<file path="src/rtl/z4_pkg.sv">
// z4_pkg: shared types, constants and the reference evaluation of the z4 function
// (3-bit + 3-bit adder with carry-in, 4-bit zero-extended sum).
// Minterm layout {x6..x0}: a = x2..x0, b = x5..x3, cin = x6.
package z4_pkg;

    typedef logic [6:0] z4_in_t;
    typedef logic [3:0] z4_out_t;

    localparam int unsigned Z4_NUM_MINTERMS = 128;
    localparam z4_in_t      Z4_LAST_IDX     = 7'(Z4_NUM_MINTERMS - 1);

    typedef enum logic [1:0] {
        ST_IDLE,
        ST_SCAN,
        ST_FLUSH
    } z4_state_e;

    function automatic z4_out_t z4_eval(input z4_in_t m);
        return {1'b0, m[2:0]} + {1'b0, m[5:3]} + {3'b000, m[6]};
    endfunction

endpackage

</file>
<file path="src/rtl/z4_match.sv">
// z4_match: combinational match test for one minterm.
//   idx    in  7 : minterm under test
//   target in  4 : required result value
//   mask   in  4 : result bits that must match (0 = don't care)
//   hit    out 1 : ((z4_eval(idx) ^ target) & mask) == 0
module z4_match
    import z4_pkg::*;
(
    input  logic [6:0] idx,
    input  logic [3:0] target,
    input  logic [3:0] mask,
    output logic       hit
);

    always_comb begin
        hit = ((z4_eval(z4_in_t'(idx)) ^ target) & mask) == 4'b0000;
    end

endmodule

</file>
<file path="src/rtl/z4_preimage_enum.sv">
// z4_preimage_enum: scans all 128 z4 input minterms and streams every minterm whose
// masked result equals the target, in ascending order, over valid/ready.
//   clk, rst (sync, active-high)
//   start, target[3:0], mask[3:0] : scan request, sampled in IDLE only
//   busy                          : scan in progress
//   out_valid/out_ready           : output handshake
//   out_minterm[6:0], out_last    : matching minterm, final-beat flag
//   done                          : one-cycle pulse at scan completion
//   count[7:0]                    : number of matches, held until the next start
module z4_preimage_enum
    import z4_pkg::*;
(
    input  logic       clk,
    input  logic       rst,
    input  logic       start,
    input  logic [3:0] target,
    input  logic [3:0] mask,
    output logic       busy,
    output logic       out_valid,
    input  logic       out_ready,
    output logic [6:0] out_minterm,
    output logic       out_last,
    output logic       done,
    output logic [7:0] count
);

    z4_state_e state, state_nxt;

    z4_in_t     idx;
    z4_out_t    tgt_q;
    z4_out_t    msk_q;
    logic [7:0] count_q;
    logic       done_q;

    // Candidate register P: holds the newest match until the next one shows up,
    // so the final match can be tagged last once the scan is known to be over.
    logic       p_valid;
    z4_in_t     p_data;

    // Output register O drives the stream ports directly.
    logic       o_valid;
    z4_in_t     o_data;
    logic       o_last;

    logic hit;
    logic o_free;
    logic o_accept;
    logic scan_hit;
    logic stall;
    logic advance;
    logic scan_move;
    logic flush_move;
    logic load_o;
    logic scan_end;
    logic finish;

    z4_match u_match (
        .idx    (idx),
        .target (tgt_q),
        .mask   (msk_q),
        .hit    (hit)
    );

    always_comb begin
        o_accept   = o_valid && out_ready;
        o_free     = !o_valid || out_ready;
        scan_hit   = (state == ST_SCAN) && hit;
        // A second pending match with nowhere to put the first one freezes idx.
        stall      = scan_hit && p_valid && !o_free;
        advance    = (state == ST_SCAN) && !stall;
        scan_move  = scan_hit && p_valid && o_free;
        flush_move = (state == ST_FLUSH) && p_valid && o_free;
        load_o     = scan_move || flush_move;
        scan_end   = advance && (idx == Z4_LAST_IDX);
        finish     = (state == ST_FLUSH) &&
                     ((o_accept && o_last) || (!p_valid && !o_valid));
    end

    // State register
    always_ff @(posedge clk) begin
        if (rst) begin
            state <= ST_IDLE;
        end else begin
            state <= state_nxt;
        end
    end

    // Next-state logic
    always_comb begin
        state_nxt = state;
        unique case (state)
            ST_IDLE:  if (start)    state_nxt = ST_SCAN;
            ST_SCAN:  if (scan_end) state_nxt = ST_FLUSH;
            ST_FLUSH: if (finish)   state_nxt = ST_IDLE;
            default:                state_nxt = ST_IDLE;
        endcase
    end

    // Output logic
    always_comb begin
        busy        = (state != ST_IDLE);
        out_valid   = o_valid;
        out_minterm = o_data;
        out_last    = o_valid && o_last;
        done        = done_q;
        count       = count_q;
    end

    // Datapath: scan index, capture registers, P/O buffers, counter
    always_ff @(posedge clk) begin
        if (rst) begin
            idx     <= '0;
            tgt_q   <= '0;
            msk_q   <= '0;
            count_q <= '0;
            done_q  <= 1'b0;
            p_valid <= 1'b0;
            p_data  <= '0;
            o_valid <= 1'b0;
            o_data  <= '0;
            o_last  <= 1'b0;
        end else begin
            done_q <= finish;

            if ((state == ST_IDLE) && start) begin
                idx     <= '0;
                count_q <= '0;
                tgt_q   <= target;
                msk_q   <= mask;
            end

            if (advance) begin
                idx <= idx + 7'd1;
                if (hit) begin
                    count_q <= count_q + 8'd1;
                end
            end

            if (scan_hit && !stall) begin
                p_valid <= 1'b1;
                p_data  <= idx;
            end else if (flush_move) begin
                p_valid <= 1'b0;
            end

            // P is read before the write above takes effect, so O gets the older entry.
            if (load_o) begin
                o_valid <= 1'b1;
                o_data  <= p_data;
                o_last  <= flush_move;
            end else if (o_accept) begin
                o_valid <= 1'b0;
            end
        end
    end

endmodule

</file>
<file path="config.mk">
export PLATFORM = sky130hd
export DESIGN_NAME = z4_preimage_enum
export DESIGN_NICKNAME = d
export VERILOG_FILES = /design/src/rtl/z4_pkg.sv /design/src/rtl/z4_match.sv /design/src/rtl/z4_preimage_enum.sv
export SDC_FILE = /design/constraint.sdc
export NUM_CORES = 1
export LEC_CHECK = 0
export ABC_CLOCK_PERIOD_IN_PS = 4200
export BUFFER_PORTS_ARGS = -buffer_cell sky130_fd_sc_hd__buf_4
export CAP_MARGIN = 20
export CELL_PAD_IN_SITES_DETAIL_PLACEMENT = 2
export CELL_PAD_IN_SITES_GLOBAL_PLACEMENT = 2
export CORE_MARGIN = 3
export CORE_UTILIZATION = 36
export DETAILED_ROUTE_END_ITERATION = 8
export PLACE_DENSITY_LB_ADDON = 0.1
export SETUP_SLACK_MARGIN = 0.15
export SLEW_MARGIN = 20
export SYNTH_ARGS = -nofsm -noshare
export SYNTH_HDL_FRONTEND = slang
export SYNTH_SLANG_ARGS = --single-unit
</file>
<file path="constraint.sdc">
create_clock -name clk -period 4.2 [get_ports clk]
set_input_delay 0.63 -clock clk [delete_from_list [all_inputs] [get_ports clk]]
set_output_delay 0.63 -clock clk [all_outputs]
set_load 0.05 [all_outputs]
</file>
==> summary.md <==
| Metric | Value |
|---|---|
| Status | completed |
| Power Density | 360 nW/µm² |
| Initial antenna violation count | 0 |
| Detail Route Antenna Nets | 0 |
| Most numerous cell in the Yosys netlist | dfxtp_1 |
| Slew HR | around 39% |
| Placed Cells | ~330 |
| Seq. cell area | ~860 µm² |
| Clk_lat worst skew | about 0.31 ns |
| Worst hold path depth | 2 |
| Slew Viols, Final | 0 |
| HP Class | reg -> reg |
| Max-Cap Viols | 0 |
| Nets@finish | 280 |
| Post-Syn Area | roughly 2000 µm² |
| Crit-path max cell delay | between 0.7 and 0.8 ns |
| Total GRT Usage | between 15 and 20% |
| Sw power | 228 µW |
| Vias | roughly 1800 |
| Largest delay contributor family on the critical path | compound AO/OA/AOI/OAI gates |
| Ys async rst share | 0% |
| Post-synth top area share | 43.2% |
| Die height | roughly 80 µm |
| Primary FF master, synth | dfxtp_1 |
| CTS resizes | 0 |
| Hold Path Sink | p_data[6]$_SDFFE_PP0P_ |
| GPL Wtd Cong | 0.813 |
| Final min period | 3.26 ns |
| Post-CTS Setup Repair Bufs | 0 |
| Detailed placement HPWL | between 3000 and 4000 µm |
| DRT Pass-1 Iters | 4 |
| Slowest stage cell, crit path | a211oi_1 |
| Post-Synthesis Cells | about 240 |
| Synth warn | 0 |
| Maximum vdd drop | 187 µV |
| Drt wl/cell | roughly 17 µm |
| Critical Path Stages | 8 |
| Worst path most repeated cell | fa_1 |
| Vias per inst | ~5.4 |
| Chip width | between 80 and 90 µm |
| R2R Setup Slk | ~0.94 ns |
| Post-route setup TNS | 0 ns |
| Die outline area | ~6500 µm² |
| Crit-path cells | fa_1, inv_1, fa_1, xnor2_1, a21boi_4, a211oi_1, nor2_1, mux2_2 |
| Area of the multi-input gates | 1070 µm² |
| # setup viols final | 0 |
| Residual DRC | 0 |
| First-pass GRT wire length | 9670 µm |
| Core area | between 5000 and 6000 µm² |
| Ports | 31 |
| Skew final | between 0.009 and 0.01 ns |
| N_diodes | 0 |
| Largest net degree at the start of global routing | 46 |
| Total Power Consumption | 855 µW |
| EDFF count, synth | 0 |
| Share of cells above drive strength 1 | around a fifth |
| Period utilization | between 70% and 80% |
| CTS max path bufs | 2 |
| Switching Share | approximately a quarter |
| Total routed wirelength | ~5800 µm |
| Fillers | ~590 |
| PortBufs | 30 |
| Critical path class | reg -> reg |
| #FFs+latches synth | between 40 and 50 |
| TritonCTS Buffers | 5 |
| Seq/Total Area, Yosys | 43.2% |
| Std cell rows | 26 |
| Initial core utilization | 38.0% |
| Crit path max fanout | 10 |
| Starting DRT DRC Count | 46 |
| Unrepaired setup endpoints after global routing | no |
| Leading area contributor after synthesis | dfxtp_1 |
| Area Growth Syn to Fin | 19.4% |
| Syn nets | about 250 |
| Reg power frac | 49.9% |
| Worst reg2reg path depth | 8 |
| FF-to-FF End | idx[0]$_SDFFE_PP0P_ |
| CP startpoint kind | register |
| Post-synthesis cell type count | just over 40 |
| WP data required | ~4.4 ns |
| Root Buffer | clkbuf_8 |
| Avg Cell Area, Syn | approximately 8.5 µm² |
| Commonest cells post-synth | dfxtp_1 (43), nand2_1 (42), a21oi_1 (26), nor2_1 (21), nand3_1 (15) |
| Reg2reg start | idx[0]$_SDFFE_PP0P_ |
| Gr ovfl total | 0 |
| Comb pwr share | about 10% |
| Final hold violations | 0 |
| CTS tree | yes |
| Worst-path clk slew | ~0.090 ns |
| Crit path buffers/inverters | 1 |
| P_int | ~630 µW |
| CP arrival | ~3.5 ns |
| Largest cells by area after synthesis | dfxtp_1 (43%), nand2_1 (7.9%), a21oi_1 (6.5%) |
| Vias in the first global route | between 1500 and 2000 |
| Worst setup EP type | register |
| Leakage | 0.998 nW |
| Clk pwr share | roughly two fifths |
| Slew @ Worst Pin | slightly above 0.9 ns |
| # H-tree levels | 2 |
| Fmax | roughly 0.31 GHz |
| Clock sinks | 43 |
| Cts hold-fix bufs | 0 |
| Fin cells | about 330 |
| Hold Crit Start | p_data[6]$_SDFFE_PP0P_ |
tightest hold or removal path: stages, from the launching register on:
cell	delay, ns
dfxtp_1	0.32
nand2_1	0.05
a21oi_1	0.05
stage by stage:
| step | area (µm²) | hold WS, ns | utilization (%) | worst slack [ns] |
|---|---|---|---|---|
| floorplan | 1990 | 0.436 | - | 1.60 |
| global placement | 2260 | 0.450 | 43.2 | 1.19 |
| detailed placement | 2260 | 0.456 | 43.2 | 1.07 |
| CTS | 2380 | 0.470 | 45.4 | 0.986 |
| global route | 2380 | 0.489 | 45.4 | 0.813 |
| finish | 2380 | 0.467 | 45.4 | 0.939 |
layer usage:
layer  vias to the layer above  wire length (µm)  GRT usage [%]
li1                        869                 -              -
met1                       888              2670           24.8
met2                        19              2930           33.9
met3                         6               133           3.36
met4                         0                68           6.08
met5                         -                 0              0
how the worst max path moves through the flow:
stage / from / end / slack [ns]
floorplan: idx[0]$_SDFFE_PP0P_ / count[7]$_SDFF_PP0_ / 1.60
global placement: idx[3]$_SDFFE_PP0P_ / count[2]$_SDFF_PP0_ / 1.19
detailed placement: idx[3]$_SDFFE_PP0P_ / count[2]$_SDFF_PP0_ / 1.07
CTS: idx[0]$_SDFFE_PP0P_ / idx[0]$_SDFFE_PP0P_ / 0.99
global route: idx[3]$_SDFFE_PP0P_ / count[2]$_SDFF_PP0_ / 0.81
finish: idx[0]$_SDFFE_PP0P_ / idx[0]$_SDFFE_PP0P_ / 0.94
power groups by stage:
stage | clock network, mW | logic [mW] | registers, mW
4_1_cts | 0.348 | 0.0881 | 0.427
3_5_place_dp | 0 | 0.0855 | 0.436
2_1_floorplan | 0 | 0.0541 | 0.439
5_1_grt | 0.366 | 0.0969 | 0.428
6_report | 0.341 | 0.0870 | 0.427
3_3_place_gp | 0 | 0.0829 | 0.435
state kept, by name (all words and copies together) (netlist names):
name and cells:
count 8, idx 7, out_minterm 7, p_data 7, msk_q 4, tgt_q 4, state 2, done 1
o_last 1, out_valid 1, p_valid 1
cells by family (layout without fill, tap and decap cells):
family | count (synthesis) | in the layout | synth area share, %
AOI/OAI and AO/OA | 49 | 49 | 16.1
xor gates and xnor gates | 3 | 3 | 2.01
adders and majority gates | 6 | 6 | 4.53
buffers and inverters | 15 | 43 | 3.08
DFF | 43 | 43 | 43.2
muxes | 10 | 10 | 5.22
and+or+nand+nor | 109 | 109 | 25.8
layout by cell type (no fill, tap or decap), types with 2 or more instances in the layout:
cell type	Yosys	layout
a211oi_1	2	2
a31oi_1	4	4
nor2b_1	3	3
nor2_1	21	21
fa_1	2	2
nor3_1	3	3
nand2b_1	5	5
dfxtp_1	43	43
mux2_2	3	3
and3_1	5	5
clkbuf_8	0	5
o22ai_1	3	3
inv_1	5	5
buf_4	1	30
o21ai_0	2	2
or3_1	3	3
a21oi_1	26	26
or2_2	2	2
mux2i_1	7	7
nand2_1	42	42
and2_1	4	4
ha_1	4	4
nand3_1	15	15
a22o_1	5	5
final cells by class:
| class | instances | area share [%] |
|---|---|---|
| clock inverters | 3 | 2.00 |
| repair buffers | 30 | 9.47 |
| clock buffers | 5 | 2.89 |
| multi-input cells | 177 | 44.9 |
| well taps | 70 | 3.68 |
| flip-flops and latches | 43 | 36.2 |
| inverters | 5 | 0.789 |
Power figures use the tool's default switching activity.
